`config.mk`:
```
export PLATFORM = sky130hd
export DESIGN_NAME = serial_bit_feeder
export DESIGN_NICKNAME = d
export VERILOG_FILES = /design/src/rtl/feeder_pkg.sv /design/src/rtl/piso_shift_reg.sv /design/src/rtl/serial_bit_feeder.sv
export SDC_FILE = /design/constraint.sdc
export NUM_CORES = 1
export LEC_CHECK = 0
export ABC_AREA = 1
export BUFFER_PORTS_ARGS = -buffer_cell sky130_fd_sc_hd__buf_2
export CAP_MARGIN = 30
export CORE_MARGIN = 2
export CORE_UTILIZATION = 60
export CTS_CLUSTER_DIAMETER = 200
export DETAILED_ROUTE_END_ITERATION = 16
export GPL_TIMING_DRIVEN = 0
export PLACE_DENSITY = 0.84
export REMOVE_ABC_BUFFERS = 1
export SLEW_MARGIN = 40
export SYNTH_ARGS = -nofsm -noshare
export SYNTH_HDL_FRONTEND = slang
export SYNTH_SLANG_ARGS = --single-unit
export TNS_END_PERCENT = 50
```
`constraint.sdc`:
```
create_clock -name clk -period 2.6 [get_ports clk]
set_input_delay 0.13 -clock clk [delete_from_list [all_inputs] [get_ports clk]]
set_output_delay 0.13 -clock clk [all_outputs]
set_load 0.01 [all_outputs]
```
`src/rtl/feeder_pkg.sv`:
```
// feeder_pkg: shared state encoding and helpers for the serial bit feeder
package feeder_pkg;
  typedef enum logic {IDLE, SHIFT} state_t;
  function automatic int cnt_w(input int w);
    return (w < 2) ? 1 : $clog2(w);
  endfunction
  function automatic logic out_bit(input logic msb, input logic lsb, input bit msb_first);
    return msb_first ? msb : lsb;
  endfunction
endpackage

```
`src/rtl/piso_shift_reg.sv`:
```
// piso_shift_reg: loadable shift register presenting its leading bit in either direction
module piso_shift_reg
  import feeder_pkg::*;
#(
  parameter int WIDTH = 8,
  parameter bit MSB_FIRST = 1
) (
  input  logic             clk,
  input  logic             reset,
  input  logic             load,
  input  logic             shift,
  input  logic [WIDTH-1:0] d,
  output logic             q
);
  logic [WIDTH-1:0] sr;
  always_ff @(posedge clk or posedge reset)
    if (reset) sr <= '0;
    else if (load) sr <= d;
    else if (shift) sr <= MSB_FIRST ? {sr[WIDTH-2:0], 1'b0} : {1'b0, sr[WIDTH-1:1]};
  assign q = out_bit(sr[WIDTH-1], sr[0], MSB_FIRST);
endmodule

```
`src/rtl/serial_bit_feeder.sv`:
```
// serial_bit_feeder: valid/ready word intake with one-word hold, serialised one bit per clock
module serial_bit_feeder
  import feeder_pkg::*;
#(
  parameter int   WIDTH = 8,
  parameter bit   MSB_FIRST = 1,
  parameter logic IDLE_BIT = 1'b0
) (
  input  logic             clk,
  input  logic             reset,
  input  logic [WIDTH-1:0] din,
  input  logic             din_valid,
  output logic             din_ready,
  output logic             ser_out,
  output logic             ser_valid,
  output logic             busy,
  output logic [15:0]      words_sent
);
  localparam int CNT_W = cnt_w(WIDTH);
  state_t state, state_nx;
  logic [CNT_W-1:0] cnt;
  logic [WIDTH-1:0] hold, load_d;
  logic hold_full, xfer, last, load, shift, q;
  assign din_ready = !hold_full && !reset;
  assign xfer = din_valid && din_ready;
  assign last = state == SHIFT && cnt == CNT_W'(WIDTH - 1);
  always_comb begin
    load = (state == IDLE && xfer) || (last && (hold_full || xfer));
    load_d = (last && hold_full) ? hold : din;
    shift = state == SHIFT && !load;
    state_nx = state == IDLE ? (xfer ? SHIFT : IDLE)
             : ((last && !hold_full && !xfer) ? IDLE : SHIFT);
  end
  always_ff @(posedge clk or posedge reset)
    if (reset) begin
      state <= IDLE;
      cnt <= '0;
      hold <= '0;
      hold_full <= 1'b0;
      words_sent <= '0;
    end else begin
      state <= state_nx;
      cnt <= load ? '0 : (state == SHIFT ? cnt + 1'b1 : cnt);
      if (last) words_sent <= words_sent + 16'd1;
      // a word arriving on the last-bit edge with an empty hold bypasses it
      if (state == SHIFT && xfer && !last) begin
        hold <= din;
        hold_full <= 1'b1;
      end else if (last && hold_full) hold_full <= 1'b0;
    end
  piso_shift_reg #(.WIDTH(WIDTH), .MSB_FIRST(MSB_FIRST)) u_sr (
    .clk(clk),
    .reset(reset),
    .load(load),
    .shift(shift),
    .d(load_d),
    .q(q)
  );
  assign ser_out = state == SHIFT ? q : IDLE_BIT;
  assign ser_valid = state == SHIFT;
  assign busy = state == SHIFT || hold_full;
endmodule

```
==> metrics, run 1 <==
WL/cell=11.2 um; GRT Total Usage=a little over a fifth; largest family of logic cells by synthesized area=simple AND/OR/NAND/NOR gates; top cell type's share of synthesized area=48.7%; WL final=3360 um; final cell count without fillers=299; CTS Buf Count=5; largest cells by area after synthesis=dfrtp_1, nand2_1, nand3_1, inv_1, nor2_1; Setup Fix Bufs, Post-CTS=0; Setup CP Type=reg -> reg; RSZ-0062 raised after global routing=false; num ports=31; max_cap viols=0; Syn Area/Cell=between 8 and 9 um^2; clk_skew=0.00448 ns; Syn Std Cell Area=1900 um^2; Root Driver=clkbuf_4; largest net degree at the start of global routing=38; hold-fix buffers at CTS=1; post-DP HPWL=2300 um; CTS H-Tree Depth=2; Worst Max-Slew Pin Slew=0.608 ns; CTS max path bufs=2; #FFs+latches synth=37; fin crit share=slightly above 70%; slowest CP cell=dfrtp_1; n_diodes=0; peak supply drop=roughly 0.54 mV; Hold/Removal Path Class=in -> reg; Leak=1.09 nW; min cycle time layout=1.88 ns; f_max=532 MHz; asr flop ratio synth=100%; PwrDens=813 nW/um^2; TritonCTS Sinks=37; outcome=finished clean; vias in the first global route=1292; nets@finish=269; die width=60.3 um; Final Hold Vio Count=0; Cells after Synth=223; simple-gate portion of the synthesized area=28.8%; Core ar.=3030 um^2; buffers and inverters on the worst path=2; utilization after layout=69.5%; CP startpoint kind=flop; Post-synth EDFFs=0; Die Y=60.3 um; first-pass GRT wire length=approximately 5700 um; Ys Warns=0; drc violations=0; Die ar.=3640 um^2; compound-gate portion of the synthesized area=7.04%; Clock Latency Late Sink=approximately 0.33 ns; Netlist cell types=25; RePlAce Congestion=0.806; crit-path max FO=17; Layout area overhead=10.6%; row cnt=20; sequential element share of the synthesized area=48.7%; count leader, synth=nand2_1; antenna-violating nets left=0; Port Buffer Count=30; worst endpoint data arrival time=2.15 ns; first drt pass iteration count=4; share of cells above drive strength 1=roughly a fifth; crit path cell chain=ha_1 -> ha_1 -> nand2_4 -> clkinv_4 -> nand2_4 -> o21ai_4 -> inv_6 -> nand3_1 -> nand3_1; clock slew seen by the registers of the worst setup and hold paths=0.10 ns; post-route cell area=2100 um^2; CP Capture Type=flop; Synth area leader=dfrtp_1; Final Slew Violations=0; initial antenna violation count=0; Worst path top cell family by delay=simple AND/OR/NAND/NOR gates; post-CTS sizing=0; starting DRC count in detailed routing=90; Slew HR=59.4%; most common library cells after synthesis=nand2_1, dfrtp_1, nand3_1; Starting Density=62.8%; total congestion overflow=0; via count=1480; CTS tree=built; Final TNS setup=0 ns; Placed Area=2040 um^2; via/cell ratio=4.95; Synth Area in Adders=1.97%; Synth Area in XOR/XNOR=4.61%; mux cell area share after synthesis=0%; prevailing post-synth register cell=dfrtp_1; count of final setup violators=0; CP peak stage delay=0.41 ns; Power Total=between 0.0015 and 0.002 W; Critical Path RT=2.87 ns; placed cells=291
cells in the final DEF, fill, tap and decap left out, types with 4 or more instances in the layout:
cell      count
buf_2        30
xnor2_1       6
nor2_1       21
nand3_1      26
nand2_1      56
clkbuf_4      5
xor2_1        4
inv_1        20
dfrtp_1      37
o21ai_0      12
a21oi_1      10
power breakdown:
group,internal [W],switching (W),leakage [nW]
sequential,0.000740,0.000127,0.469
combinational,0.000213,0.000327,0.591
clock,0.000128,0.000175,0.0314
total,0.00108,0.000629,1.09
final timing paths:
path | startpoint | endpoint | slack [ns] | cells after the start
max | cnt[0]$_DFFE_PP0P_ | u_sr.sr[5]$_DFFE_PP0P_ | 0.72 | 9
min | din[7] | hold[7]$_DFFE_PP0P_ | 0.06 | 3
max reg2reg | cnt[0]$_DFFE_PP0P_ | u_sr.sr[5]$_DFFE_PP0P_ | 0.72 | 9
min reg2reg | u_sr.sr[0]$_DFFE_PP0P_ | u_sr.sr[0]$_DFFE_PP0P_ | 0.51 | 2
max in group asynchronous | reset | words_sent[14]$_DFFE_PP0P_ | 1.82 | 3
min in group asynchronous | reset | hold_full$_DFFE_PP0P_ | 0.40 | 3
per-layer routing:
metal	track usage (%)	vias up	share of wire, %
met3	6.49	4	4.2
met5	0	-	0
met2	33.2	31	45
met1	29.2	671	49
li1	-	774	-
met4	8.57	0	1.6
worst min-delay path, delay by kind of cell:
family                 cells  cell delay, ns
buffers and inverters      1            0.09
AND/OR/NAND/NOR            1            0.04
AO/OA/AOI/OAI              1            0.10
kinds of logic (layout without fill, tap and decap cells):
| group | count (synthesis) | count (layout) |
|---|---|---|
| flops | 37 | 37 |
| buf+inv | 30 | 62 |
| fa+ha+maj | 3 | 3 |
| xor+xnor | 10 | 10 |
| compound gates | 24 | 24 |
| simple gates | 119 | 119 |
metrics by stage:
step | hold slack (ns) | setup WS [ns]
finish | 0.0565 | 0.720
CTS | 0.0505 | 0.708
floorplan | 0.276 | 0.970
global placement | 0.389 | 0.765
detailed placement | 0.321 | 0.733
global route | 0.0398 | 0.560
final cells by class:
type                            instances  area (um^2)
Timing Repair Buffer                   31          160
Clock buffer                            7         55.1
Multi-Input combinational cell        156          806
Fill cell                             262          925
Sequential cell                        37          926
Tap cell                               44         55.1
Inverter                               24          101
registers in the layout (all words and copies together), names as in the netlist:
signal,flops
u_sr.sr,8
words_sent,16
hold_full,1
cnt,3
hold,8
ser_valid,1
Note: power is estimated with default switching activity, not from simulation.
==> run 2: changes to the inputs <==
CORE_UTILIZATION = 50   (was 60)
PLACE_DENSITY = 0.75   (was 0.84)
clock period = 1.6 ns   (was 2.6 ns; I/O delays follow)
==> run 2 against run 1 <==
Against the previous run: the run now ends with negative setup slack left; via count rose by 9.5%; first-iteration DRC count rose by 60%; global-route usage fell by 2.2 points; worst setup slack got worse by 0.72 ns; critical path depth did not move; wire length rose by 20%; clock power rose by 110%; sequential cell count did not move; power rose by 89%; largest cell class unchanged; largest power group unchanged.
==> metrics, run 2 (same netlist as run 1, synthesis figures left out) <==
Root Driver=clkbuf_8; Pint=0.00204 W (+89%); footprint of the multi-input gates=895 um^2 (+11%); Final Slew Violations=0 (unchanged); largest net degree at the start of global routing=21 (-45%); num ports=31 (unchanged); most frequent cells in the layout=nand2_1, dfrtp_1, buf_2, nand3_1; slowest CP cell=dfrtp_1; Critical Path RT=1.77 ns (-1.10 ns); RePlAce Congestion=0.805 (about the same); starting DRC count in detailed routing=144 (+60%); commonest non-fill, non-tap cell in the layout=nand2_1; Leak=1.17 nW (+7.5%); via count=1620 (+9.5%); vias in the first global route=1392 (+7.7%); final cell count without fillers=317 (+6.0%); f_max=624 MHz (+17%); sequential cell area=928 um^2 (+0.27%); n_diodes=0 (unchanged); placed cells=296 (+1.7%); WL final=4030 um (+20%); max_cap viols=0 (unchanged); Hold/Removal Path Class=in -> reg; Filler cells=304 (+16%); CP Capture Type=flop; fin crit share=100% (+28 points); Starting Density=51.9% (-11 points); NetSw=0.00119 W (+89%); Comb pwr share=36.8% (+5.2 points); CTS tree=built; post-DP HPWL=2450 um (+6.3%); outcome=complete, but fails checks; Switching Share=36.8% (about the same); max FFs per register=16 (unchanged); total congestion overflow=0 (unchanged); Die ar.=4310 um^2 (+19%); worst endpoint data arrival time=1.78 ns (-0.37 ns); first drt pass iteration count=4 (unchanged); crit-path max FO=4 (-13); PwrDens=1380 nW/um^2 (+69%); CTS H-Tree Depth=2 (unchanged); Worst R2R Path Depth=9 (unchanged); Top Registers=words_sent (16), hold (8), u_sr.sr (8); Power Total=0.00324 W (+89%); Port Buffer Count=30 (unchanged); clock slew seen by the registers of the worst setup and hold paths=0.07 ns (-0.03 ns); r2r endpoint=words_sent[9]$_DFFE_PP0P_; peak supply drop=0.776 mV (+44%); min-delay src=din[4]; Hold Path Stages=3 (unchanged); antenna-violating nets left=0 (unchanged); Worst Max-Slew Pin Slew=0.439 ns (-0.169 ns); WHS Endpoint=hold[4]$_DFFE_PP0P_; RSZ-0062 raised after global routing=true; utilization after layout=64.3% (-5.2 points); min cycle time layout=1.60 ns (-0.278 ns); crit path cell chain=ha_2 -> ha_4 -> nand2_4 -> buf_4 -> nor2_4 -> nand2_2 -> nor2_4 -> xnor2_1 -> inv_1; drc violations=0 (unchanged); share of cells above drive strength 1=27.5% (+7.5 points); WL/cell=12.7 um (+13%); Clock Power Share=20.0% (+2.3 points); CTS Buf Count=5 (unchanged); TritonCTS Sinks=37 (unchanged); Seq pwr share=43.2% (-7.5 points); CP startpoint kind=flop; Final Hold Vio Count=0 (unchanged); row cnt=22 (+10%); die width=65.7 um (+8.9%); clk_skew=0.00544 ns (+0.000965 ns); final worst slack=-0.00169 ns (-0.722 ns); Layout area overhead=23.7%; Biggest register=words_sent; FF-to-FF setup slack=-0.002 ns (-0.72 ns); CP peak stage delay=0.38 ns (-0.03 ns); Die Y=65.7 um (+8.9%); failing checks=negative setup slack; via/cell ratio=5.11 (+3.2%); first-pass GRT wire length=6400 um (+12%); GRT Total Usage=19.5% (-2.2 points); Setup CP Type=reg -> reg; reg-to-reg critical path startpoint=cnt[0]$_DFFE_PP0P_; Clock Latency Late Sink=0.28 ns (-0.05 ns); Core ar.=3660 um^2 (+21%); Top cell by count, worst path=nor2_4; CTS max path bufs=2 (unchanged); Slew HR=70.7% (+11 points); count of final setup violators=2 (+2); initial antenna violation count=0 (unchanged); nets@finish=283 (+5.2%)
run 2: cell types whose count changed in the layout (fill, tap and decap cells not counted), moves of 2 or more:
cell,before,now
nor2_2,3,0
nand2_1,56,54
nor2_4,2,6
buf_4,0,9
clkbuf_8,1,6
nand2_2,1,3
dfrtp_1,37,35
ha_1,3,1
clkbuf_4,5,0
dfrtp_2,0,2
run 2: power by group through the flow:
stage / logic [W] / clock network [W] / registers (W)
4_1_cts: 0.00100 / 0.000666 / 0.00143
2_1_floorplan: 0.000649 / 0 / 0.00141
3_5_place_dp: 0.000898 / 0 / 0.00142
6_report: 0.00119 / 0.000646 / 0.00140
3_3_place_gp: 0.000858 / 0 / 0.00141
5_1_grt: 0.00134 / 0.000714 / 0.00143
run 2: how the worst max path moves through the flow:
stage	from	to	slack (ns)	cells past startpoint
after global placement	cnt[0]$_DFFE_PP0P_	u_sr.sr[3]$_DFFE_PP0P_	-0.22	9
final	cnt[0]$_DFFE_PP0P_	words_sent[9]$_DFFE_PP0P_	-0.002	9
after CTS	cnt[0]$_DFFE_PP0P_	words_sent[14]$_DFFE_PP0P_	-0.03	10
after global routing	cnt[0]$_DFFE_PP0P_	words_sent[14]$_DFFE_PP0P_	-0.09	10
after detailed placement	cnt[0]$_DFFE_PP0P_	u_sr.sr[6]$_DFFE_PP0P_	-0.24	9
after floorplan	cnt[0]$_DFFE_PP0P_	u_sr.sr[1]$_DFFE_PP0P_	-0.03	9
run 2: stage by stage:
stage / hold slack, ns / setup slack (ns) / instance area (um^2) / setup TNS (ns)
2_1_floorplan: 0.201 / -0.0296 / 1830 / -0.202
3_3_place_gp: 0.338 / -0.224 / 2040 / -3.49
3_5_place_dp: 0.126 / -0.241 / 2070 / -3.76
4_1_cts: 0.0555 / -0.0341 / 2240 / -0.0341
5_1_grt: 0.0603 / -0.0944 / 2350 / -0.453
6_report: 0.0603 / -0.00169 / 2350 / -0.00229
run 2: critical path: cells and delay by family, from the launching register on:
kind                     cells  cell delay, ns
AND/OR/NAND/NOR              4            0.41
flip-flops                   1            0.38
adder cells (fa/ha/maj)      2            0.36
buffers and inverters        2            0.22
XOR/XNOR                     1            0.13
run 2: timing repair:
| item | CTS | global route |
|---|---|---|
| gates resized for setup | 11 | 8 |
| setup endpoints to repair | 26 | 20 |
| pin swaps | 0 | 4 |
| setup buffers | 2 | 8 |
| gates cloned | 2 | 1 |
| endpoints found under the hold margin | 17 | 0 |
| hold buffers | 1 | 0 |
run 2: area by class of cell:
cell class / instances / share of cell area (%)
Clock buffer: 7 / 3.67
Sequential cell: 37 / 39.5
Tap cell: 48 / 2.55
Multi-Input combinational cell: 158 / 38.0
Inverter: 24 / 4.31
Timing Repair inverter: 1 / 0.266
Timing Repair Buffer: 42 / 11.7
run 2: per-layer routing:
layer,track usage (%),routed length (um)
met5,0,0
met4,6.25,78
met3,5.14,222
met2,28.8,1880
met1,27.9,1850
